**src/rtl/fetch_pkg.sv**
```systemverilog
// Shared types and constants for the instruction fetch queue.
package fetch_pkg;

  localparam int DEF_XLEN = 32;
  localparam logic [31:0] ZERO_INSTR = 32'h0000_0000;

  typedef struct packed {
    logic [DEF_XLEN-1:0] pc;
    logic [31:0]         instr;
  } fetch_entry_t;

endpackage

```
**src/rtl/fetch_fifo.sv**
```systemverilog
// Synchronous circular FIFO with occupancy count and single-cycle clear.
module fetch_fifo #(
  parameter int DEPTH = 4,
  parameter int WIDTH = 64
) (
  input  logic                   clk,
  input  logic                   rst,
  input  logic                   clear,
  input  logic                   push,
  input  logic [WIDTH-1:0]       wdata,
  input  logic                   pop,
  output logic [WIDTH-1:0]       rdata,
  output logic [$clog2(DEPTH):0] count
);
  localparam int AW = $clog2(DEPTH);
  localparam logic [AW:0]   CNT_ONE = (AW+1)'(1'b1);
  localparam logic [AW-1:0] PTR_ONE = AW'(1'b1);

  logic [WIDTH-1:0] mem_r [DEPTH];
  logic [AW-1:0]    wr_ptr_r;
  logic [AW-1:0]    rd_ptr_r;
  logic [AW:0]      count_r;
  logic             write_s;

  assign write_s = rst & ~clear & push;

  // Entry storage; unreset because only slots below count are ever presented.
  always_ff @(posedge clk) begin
    if (write_s) begin
      mem_r[wr_ptr_r] <= wdata;
    end
  end

  // Pointers wrap naturally since DEPTH is a power of two.
  always_ff @(posedge clk) begin
    if (!rst || clear) begin
      wr_ptr_r <= {AW{1'b0}};
      rd_ptr_r <= {AW{1'b0}};
      count_r  <= {(AW+1){1'b0}};
    end else begin
      if (push) begin
        wr_ptr_r <= wr_ptr_r + PTR_ONE;
      end
      if (pop) begin
        rd_ptr_r <= rd_ptr_r + PTR_ONE;
      end
      case ({push, pop})
        2'b10:   count_r <= count_r + CNT_ONE;
        2'b01:   count_r <= count_r - CNT_ONE;
        default: count_r <= count_r;
      endcase
    end
  end

  assign rdata = mem_r[rd_ptr_r];
  assign count = count_r;

endmodule

```
**src/rtl/fetch_queue.sv**
```systemverilog
// Instruction fetch unit with a decoupling queue and redirect squashing.
// Optional macro FETCH_QUEUE_PERF_EN adds saturating perf_fetched/perf_bubble counters.
module fetch_queue import fetch_pkg::*; #(
  parameter int              XLEN     = DEF_XLEN,
  parameter logic [XLEN-1:0] RESET_PC = XLEN'(32'h0000_0000),
  parameter int              QDEPTH   = 4
) (
  input  logic            clk,
  input  logic            rst,
  input  logic            PCSrcE,
  input  logic [XLEN-1:0] PCTargetE,
  output logic            imem_req,
  output logic [XLEN-1:0] imem_addr,
  input  logic            imem_rvalid,
  input  logic [31:0]     imem_rdata,
  input  logic            ReadyD,
  output logic            ValidD,
  output logic [31:0]     InstrD,
  output logic [XLEN-1:0] PCD,
  output logic [XLEN-1:0] PCPlus4D
`ifdef FETCH_QUEUE_PERF_EN
  ,
  output logic [31:0]     perf_fetched,
  output logic [31:0]     perf_bubble
`endif
);
  localparam int CW = $clog2(QDEPTH) + 1;
  localparam int EW = XLEN + 32;
  localparam logic [XLEN-1:0] PC_STEP   = XLEN'(32'd4);
  localparam logic [CW-1:0]   CNT_ONE   = CW'(1'b1);
  localparam logic [CW-1:0]   CNT_ZERO  = CW'(1'b0);
  localparam logic [CW:0]     DEPTH_LIM = (CW+1)'(QDEPTH);

  logic [XLEN-1:0] fetch_pc_r;
  logic [XLEN-1:0] resp_pc_r;
  logic [CW-1:0]   inflight_r;
  logic [CW-1:0]   stale_r;
  logic [CW-1:0]   count_s;
  logic [EW-1:0]   head_s;
  logic            issue_s;
  logic            push_s;
  logic            pop_s;
  logic            valid_s;

  // Queued plus outstanding entries never exceed the queue, so pushes cannot overflow.
  assign issue_s = rst & ~PCSrcE & (({1'b0, count_s} + {1'b0, inflight_r}) < DEPTH_LIM);
  assign push_s  = rst & imem_rvalid & ~PCSrcE & (stale_r == CNT_ZERO);
  assign valid_s = rst & (count_s != CNT_ZERO);
  assign pop_s   = valid_s & ReadyD & ~PCSrcE;

  fetch_fifo #(
    .DEPTH (QDEPTH),
    .WIDTH (EW)
  ) u_fifo (
    .clk   (clk),
    .rst   (rst),
    .clear (PCSrcE),
    .push  (push_s),
    .wdata ({resp_pc_r, imem_rdata}),
    .pop   (pop_s),
    .rdata (head_s),
    .count (count_s)
  );

  // Responses return in order, so resp_pc_r tracks the PC of the next live response.
  always_ff @(posedge clk) begin
    if (!rst) begin
      fetch_pc_r <= RESET_PC;
      resp_pc_r  <= RESET_PC;
      inflight_r <= CNT_ZERO;
      stale_r    <= CNT_ZERO;
    end else begin
      if (PCSrcE) begin
        fetch_pc_r <= PCTargetE;
        resp_pc_r  <= PCTargetE;
        stale_r    <= inflight_r - (imem_rvalid ? CNT_ONE : CNT_ZERO);
      end else begin
        if (issue_s) begin
          fetch_pc_r <= fetch_pc_r + PC_STEP;
        end
        if (push_s) begin
          resp_pc_r <= resp_pc_r + PC_STEP;
        end
        if (imem_rvalid && (stale_r != CNT_ZERO)) begin
          stale_r <= stale_r - CNT_ONE;
        end
      end
      case ({issue_s, imem_rvalid})
        2'b10:   inflight_r <= inflight_r + CNT_ONE;
        2'b01:   inflight_r <= inflight_r - CNT_ONE;
        default: inflight_r <= inflight_r;
      endcase
    end
  end

  assign imem_req  = issue_s;
  assign imem_addr = fetch_pc_r;
  assign ValidD    = valid_s;
  assign InstrD    = valid_s ? head_s[31:0] : ZERO_INSTR;
  assign PCD       = valid_s ? head_s[EW-1:32] : {XLEN{1'b0}};
  assign PCPlus4D  = valid_s ? (head_s[EW-1:32] + PC_STEP) : {XLEN{1'b0}};

`ifdef FETCH_QUEUE_PERF_EN
  // Saturating counts of delivered fetches and decode-starved cycles.
  always_ff @(posedge clk) begin
    if (!rst) begin
      perf_fetched <= 32'h0000_0000;
      perf_bubble  <= 32'h0000_0000;
    end else begin
      if (push_s && (perf_fetched != 32'hFFFF_FFFF)) begin
        perf_fetched <= perf_fetched + 32'd1;
      end
      if (ReadyD && !valid_s && (perf_bubble != 32'hFFFF_FFFF)) begin
        perf_bubble <= perf_bubble + 32'd1;
      end
    end
  end
`else
  // Performance counters are not built in this configuration.
`endif

endmodule
```
**config.mk**
```make
export PLATFORM = sky130hd
export DESIGN_NAME = fetch_queue
export DESIGN_NICKNAME = d
export VERILOG_FILES = /design/src/rtl/fetch_pkg.sv /design/src/rtl/fetch_fifo.sv /design/src/rtl/fetch_queue.sv
export SDC_FILE = /design/constraint.sdc
export NUM_CORES = 1
export LEC_CHECK = 0
export BUFFER_PORTS_ARGS = -buffer_cell sky130_fd_sc_hd__buf_4
export CAP_MARGIN = 30
export CORE_UTILIZATION = 30
export CTS_CLUSTER_DIAMETER = 100
export DETAILED_ROUTE_END_ITERATION = 8
export GPL_ROUTABILITY_DRIVEN = 0
export PLACE_DENSITY_LB_ADDON = 0.3
export SLEW_MARGIN = 5
export SYNTH_ARGS = -nofsm -noshare
export SYNTH_HDL_FRONTEND = slang
export SYNTH_SLANG_ARGS = --single-unit
```
**constraint.sdc**
```tcl
create_clock -name clk -period 3.9 [get_ports clk]
set_input_delay 0.585 -clock clk [delete_from_list [all_inputs] [get_ports clk]]
set_output_delay 0.585 -clock clk [all_outputs]
set_load 0.05 [all_outputs]
```
==> summary.txt, run 1 <==
Outcome = finished, final reports clean
Port buffer count = 198
Ys flop type = edfxtp_1
Initial DRC count = 625
# DRC = 0
Relative slew slack = 0.367
Global-route wire length before repair = 59100 um
Post-synth top area share = 0.517
DP Cell Count = 1892
Max frequency = 269 MHz
Syn_area_per_cell = 14.0 um^2
Die Y = 225 um
Hold slack = 0.246 ns
Vias = 9774
Site row count = 81
CP Launch Type = register
DRT antenna net count = 0
Die width = 225 um
Ports = 199
Fill cell count = 4752
Setup TNS = 0 ns
Bufs on Longest Clock Path = 3
GRT Resource Usage Total = 0.154
Measured slew at the worst slew-check pin = 0.948 ns
Worst Skew = 0.0263 ns
Leakage = 6.51 nW
Number of synthesized flops with an enable pin = 256
Minimum clock period = 3.72 ns
Syn Inst Count = 1062
Peak VDD IR = 0.231 mV
DR top layer = met4
Worst Hold End = u_fifo.mem_r[1][27]
Number of global-route vias before repair = 9722
Layout cells sized above 1 = 0.282
Worst setup EP type = output pin
Synth cell types = 73
Max-Cap Viols = 0
Initial antenna violation count = 2
Nets = 1362
Post-synthesis simple-gate area fraction = 0.123
Ys Warns = 0
Wire per inst = 19.8 um
Crit path max fanout = 31
DR WL met3 = 2060 um
CTS tree = done
Fin crit share = 0.953
Routed wl met2 = 17300 um
#FFs+latches synth = 335
R2R Path End = imem_addr[28]
Starting Density = 0.304
DRT Pass-1 Iters = 5
Post-synth top cells = edfxtp_1, dfxtp_1, and3_1, a21oi_1, nor2_1
Synth area leader = edfxtp_1
Clk_lat worst skew = 0.55 ns
Largest net degree at the start of global routing = 65
Critical R2R Launch = inflight_r[2]
Xor/xnor share of the synthesized area = 0.0295
Final Hold Viols = 0
CP required = 3.31 ns
Hold crit path type = input pin to register
Synth-to-Final Area Change = 23.4%
Final setup fails = 0
Utilization after layout = 0.375
Count leader, synth = edfxtp_1
Flop-to-flop setup slack = 1.12 ns
Compound-Gate Fraction of Synth Area = 0.0661
Total power = 0.00799 W
Final Max Slew Viols = 0
Sequential area share after synthesis = 0.624
HP Start = imem_rdata[27]
Post-Synth Adder-Cell Area = 0.0153
Root buffer cell = clkbuf_16
Hold Buf Count CTS = 0
Avg Vias per Cell = 4.97
Cell area after synthesis = 0.0149 mm^2
WP data arrival = 3.13 ns
H-tree depth = 2
Wl on met1 = 18800 um
Power per Cell Area = 436 mW/mm^2
Reg2Reg Depth = 7
RSZ-0062 raised after global routing = false
Hold Path Depth = 1
Die ar. = 0.0504 mm^2
Core Area = 0.0488 mm^2
Layout Cells excl Fill = 1965
Dominant cells by area after synthesis = edfxtp_1, dfxtp_1, mux4_2
Final wirelength = 38900 um
Grt total ovfl = 0
Clock buffer count from CTS = 38
Dpl hpwl = 25600 um
Synth async-reset ratio = 0
Worst-path clk slew = 0.06 ns
# clock sinks = 335
Main combinational cell family by area after synthesis = simple AND/OR/NAND/NOR gates
Post-synthesis mux area share = 0.110
Post-Syn Nets = 1148
Crit Path Class = register to output pin
## cell usage in the layout (no fill, tap or decap), types with 4 or more instances in the layout
cell type    n
nand4_1     19
or4_1        7
and3_1      68
buf_4      232
clkinv_2     7
nor3_1      18
xnor2_1     37
and4_1       7
mux4_1      17
ha_1        15
a211oi_1     7
nor2_1      60
mux4_2      46
a31oi_1      9
clkbuf_1     7
a311oi_1     5
and2_1       6
dfxtp_1     77
buf_12       5
xor2_1      13
clkinv_1     8
and3_2       6
clkbuf_16   39
nor4_1      17
or3_1       16
inv_1       28
mux2i_1      7
o31ai_1      8
o21ai_0     41
edfxtp_1   256
o21a_1       4
a21oi_1     63
nand3_1     26
nand2_1     49
mux2_2       6
## cell type report
class	count	area, um^2	area share
flip-flops and latches	335	9280	0.506
multi-input cells	633	5100	0.278
repair buffers	238	1850	0.101
clock buffers	46	1000	0.0547
clock inverters	18	160	0.00873
well taps	664	831	0.0453
diodes	1	2.50	0.000136
inverters	30	113	0.00614
## sequential cells by signal, summed over array words and instances, names as in the netlist, named ones only
name and count:
u_fifo.count 3, u_fifo.wr_ptr_r 2, inflight_r 3, resp_pc_r 32
u_fifo.rd_ptr_r 2, stale_r 3, imem_addr 32, u_fifo.mem_r 256
## timing repair
item | 4_1_cts | 5_1_grt
pin swaps | 1 | 0
setup buffers | 4 | 4
resized for setup | 0 | 7
endpoints found under the setup margin | 13 | 5
cloned | 0 | 0
## logic make-up (layout without fill, tap and decap cells)
family,count (synthesis),count (layout)
and+or+nand+nor,328,328
adders and majority gates,17,17
DFF,335,335
AOI/OAI and AO/OA,162,162
buffers and inverters,94,332
muxes,76,76
xor gates and xnor gates,50,50
other,0,1
## per-stage QoR
step | instance area [um^2] | setup slack, ns
floorplan | 14900 | 0.186
global placement | 17100 | 0.367
detailed placement | 17100 | 0.337
CTS | 18300 | 0.0416
global route | 18300 | 0.0543
finish | 18300 | 0.185
## how the worst max path moves through the flow
stage,from,endpoint,slack (ns),cells after the start
after floorplan,register,PCPlus4D[20],0.19,10
after global placement,register,PCPlus4D[30],0.37,8
after detailed placement,register,PCPlus4D[28],0.34,8
after CTS,register,PCPlus4D[28],0.04,8
after global routing,register,PCPlus4D[31],0.05,7
final,register,PCPlus4D[31],0.18,7
## layer usage
metal  GRT usage  up-vias
li1            -     4563
met2       0.234      277
met4      0.0410        0
met1       0.223     4880
met5           0        -
met3      0.0294       54
## worst max-delay path: stages (launching register included)
cell     delay [ns]
dfxtp_4        0.42
buf_12         0.24
mux4_2         0.31
nand4_2        0.15
or4_4          0.52
or4_1          0.54
a21oi_1        0.18
buf_4          0.22
## report_power, final
group | switching, W | leakage [nW] | internal, W | total, W
sequential | 0.000108 | 2.98 | 0.00393 | 0.00404
combinational | 0.000346 | 2.96 | 0.000212 | 0.000559
clock | 0.00138 | 0.574 | 0.00201 | 0.00340
Note: power is estimated with default switching activity, not from simulation.
==> run 2, diff against run 1 <==
- SYNTH_HIERARCHICAL: default -> 1
==> run 2 against run 1 <==
Synthesized cell count increased by 2.2%. Critical endpoint unchanged. Power increased by 0.35%. Worst setup slack got worse by 0.017 ns. Die area increased by 1.7%. Critical path type unchanged. Global-route usage about the same. Critical path depth decreased by 1. Hold slack got worse by 0.024 ns. Wire length increased by 2.3%. First-iteration DRC count decreased by 9.6%. Utilization about the same.
==> summary.txt, run 2 <==
Outcome = finished, final reports clean (unchanged)
Final Max Slew Viols = 0 (unchanged)
Post-synth top cells = edfxtp_1, dfxtp_1, and2_1, mux4_2, nand2_1 (was edfxtp_1, dfxtp_1, and3_1, a21oi_1, nor2_1)
Post-synth top area share = 0.509 (was 0.517)
CP required = 3.31 ns (about the same)
Main combinational cell family by area after synthesis = simple AND/OR/NAND/NOR gates (unchanged)
CP Launch Type = register (unchanged)
Relative slew slack = 0.369 (was 0.367)
Final wirelength = 39800 um (was 38900 um)
GR Util met3 = 0.0312 (was 0.0294)
Crit Path Class = register to output pin (unchanged)
Ports = 199 (unchanged)
Die Y = 226 um (was 225 um)
Die ar. = 0.0513 mm^2 (was 0.0504 mm^2)
Xor/xnor share of the synthesized area = 0.0186 (was 0.0295)
Synth cell types = 62 (was 73)
Worst-path clk slew = 0.06 ns (about the same)
Post-Synth Adder-Cell Area = 0.0151 (was 0.0153)
Syn_area_per_cell = 13.9 um^2 (was 14.0 um^2)
Max reg flops = 256 (unchanged)
Power per Cell Area = 434 mW/mm^2 (was 436 mW/mm^2)
Synth-to-Final Area Change = 22.4% (was 23.4%)
Fill cell count = 4779 (was 4752)
GR peak layer = met2 (unchanged)
Post-synthesis simple-gate area fraction = 0.145 (was 0.123)
Worst Skew = 0.0206 ns (was 0.0263 ns)
Final setup fails = 0 (unchanged)
Clk_lat worst skew = 0.56 ns (was 0.55 ns)
Count leader, synth = edfxtp_1 (unchanged)
Ys Warns = 6 (was 0)
Core Area = 0.0493 mm^2 (was 0.0488 mm^2)
DRT Pass-1 Iters = 7 (was 5)
Largest net degree at the start of global routing = 65 (unchanged)
# DRC = 0 (unchanged)
CTS tree = done (unchanged)
Nets = 1370 (was 1362)
Bufs on Longest Clock Path = 3 (unchanged)
Measured slew at the worst slew-check pin = 0.938 ns (was 0.948 ns)
Peak VDD IR = 0.247 mV (was 0.231 mV)
Initial antenna violation count = 0 (was 2)
Dominant cells by area after synthesis = edfxtp_1, dfxtp_1, mux4_2 (unchanged)
H-tree depth = 2 (unchanged)
RSZ-0062 raised after global routing = false (unchanged)
Ys flop type = edfxtp_1 (unchanged)
Dpl hpwl = 27300 um (was 25600 um)
Synth async-reset ratio = 0 (unchanged)
Port buffer count = 198 (unchanged)
Hold Buf Count CTS = 0 (unchanged)
Synth area leader = edfxtp_1 (unchanged)
Max frequency = 268 MHz (was 269 MHz)
Post-Syn Nets = 1171 (was 1148)
HP Start = imem_rdata[29] (was imem_rdata[27])
M2 GR Usage = 0.229 (was 0.234)
Setup TNS = 0 ns (unchanged)
Number of global-route vias before repair = 9786 (was 9722)
Die width = 226 um (was 225 um)
Critical R2R Launch = stale_r[0] (was inflight_r[2])
Total power = 0.00802 W (was 0.00799 W)
# clock sinks = 335 (unchanged)
Leakage = 6.30 nW (was 6.51 nW)
Grt total ovfl = 0 (unchanged)
Highest-count cells in the layout ignoring fill and taps = edfxtp_1, buf_4, dfxtp_1 (unchanged)
Wire per inst = 20.1 um (was 19.8 um)
Compound-Gate Fraction of Synth Area = 0.0679 (was 0.0661)
Most common cell after layout, fill and taps aside = edfxtp_1 (unchanged)
GRT Resource Usage Total = 0.153 (was 0.154)
Cell area after synthesis = 0.0151 mm^2 (was 0.0149 mm^2)
Fin crit share = 0.957 (was 0.953)
Hold crit path type = input pin to register (unchanged)
Number of synthesized flops with an enable pin = 256 (unchanged)
Final Hold Viols = 0 (unchanged)
Starting Density = 0.307 (was 0.304)
Vias = 10.2k (was 9774)
Root buffer cell = clkbuf_16 (unchanged)
Minimum clock period = 3.73 ns (was 3.72 ns)
#FFs+latches synth = 335 (unchanged)
Max-Cap Viols = 0 (unchanged)
Global-route wire length before repair = 59900 um (was 59100 um)
Post-synthesis mux area share = 0.104 (was 0.110)
Avg Vias per Cell = 5.16 (was 4.97)
WP data arrival = 3.15 ns (was 3.13 ns)
Sequential area share after synthesis = 0.614 (was 0.624)
DRT antenna net count = 0 (unchanged)
Site row count = 81 (unchanged)
Initial DRC count = 565 (was 625)
Largest Register = u_fifo/mem_r (was u_fifo.mem_r)
Crit path max fanout = 11 (was 31)
Met1 usage = 0.222 (was 0.223)
Layout cells sized above 1 = 0.285 (was 0.282)
Syn Inst Count = 1085 (was 1062)
Worst setup EP type = output pin (unchanged)
Clock buffer count from CTS = 37 (was 38)
==> run 2: cell count changes after synthesis, moves of 19 or more <==
cell / change
mux4_2: +19
nand3_1: +22
xnor2_1: -23
and2_1: +65
a21oi_1: -38
and3_1: -57
a31oi_1: +19
==> run 2: final cells by class <==
class / instances / area [um^2] / share of cell area
repair buffers: 228 / 1770 / 0.0956
clock buffers: 53 / 1070 / 0.0578
flip-flops and latches: 335 / 9280 / 0.502
diodes: 1 / 2.50 / 0.000135
inverters: 16 / 60.1 / 0.00325
well taps: 664 / 831 / 0.0449
multi-input cells: 666 / 5350 / 0.289
clock inverters: 15 / 134 / 0.00724
==> run 2: repair_timing <==
item,4_1_cts,5_1_grt
pin swaps,0,1
gates resized for setup,2,2
endpoints found under the setup margin,5,4
setup buffers,1,1
==> run 2: cells by family (layout without fill, tap and decap cells) <==
logic type                 Yosys count  after routing
buffers and inverters               84            312
xor gates and xnor gates            32             32
AOI/OAI and AO/OA                  157            157
muxes                               75             75
other                                0              1
adders and majority gates           17             17
and+or+nand+nor                    385            385
DFF                                335            335
==> run 2: worst max-delay path: stages (launching register included) <==
cell	delay, ns
dfxtp_4	0.42
mux4_2	0.43
and4_1	0.38
nand4_1	0.33
nor4_1	0.45
mux2_2	0.38
buf_4	0.19
==> run 2: path summary, 6_finish.rpt <==
| check | endpoint | slack, ns | cells past startpoint |
|---|---|---|---|
| worst max-delay path | PCPlus4D[31] | 0.17 | 6 |
| worst min-delay path | u_fifo/mem_r[2][29] | 0.22 | 1 |
| worst max register to register | u_fifo/count[2] | 1.05 | 10 |
| worst min register to register | imem_addr[0] | 0.46 | 2 |
==> run 2: power breakdown <==
group / switching [W] / internal, W / leakage, nW / total (W)
Sequential: 0.000116 / 0.00391 / 2.97 / 0.00402
Combinational: 0.000339 / 0.000201 / 2.74 / 0.000540
Clock: 0.00146 / 0.00200 / 0.590 / 0.00346
Total: 0.00191 / 0.00611 / 6.30 / 0.00802
==> run 2: per-stage QoR <==
stage	cells	utilization	setup slack [ns]	cell area (um^2)	hold WS, ns
final	1978	0.375	0.168	18500	0.222
after global routing	1977	0.375	0.0256	18500	0.199
after CTS	1976	0.375	0.0441	18500	0.189
after detailed placement	1907	0.350	0.495	17200	0.457
after global placement	1906	0.350	0.521	17200	0.453
after floorplan	1085	-	0.437	15100	0.460
==> run 2: metal layers <==
layer,share of wire,routed length [um]
met1,0.47,18800
met2,0.44,17600
met4,0.017,676
met5,0,0
met3,0.070,2780
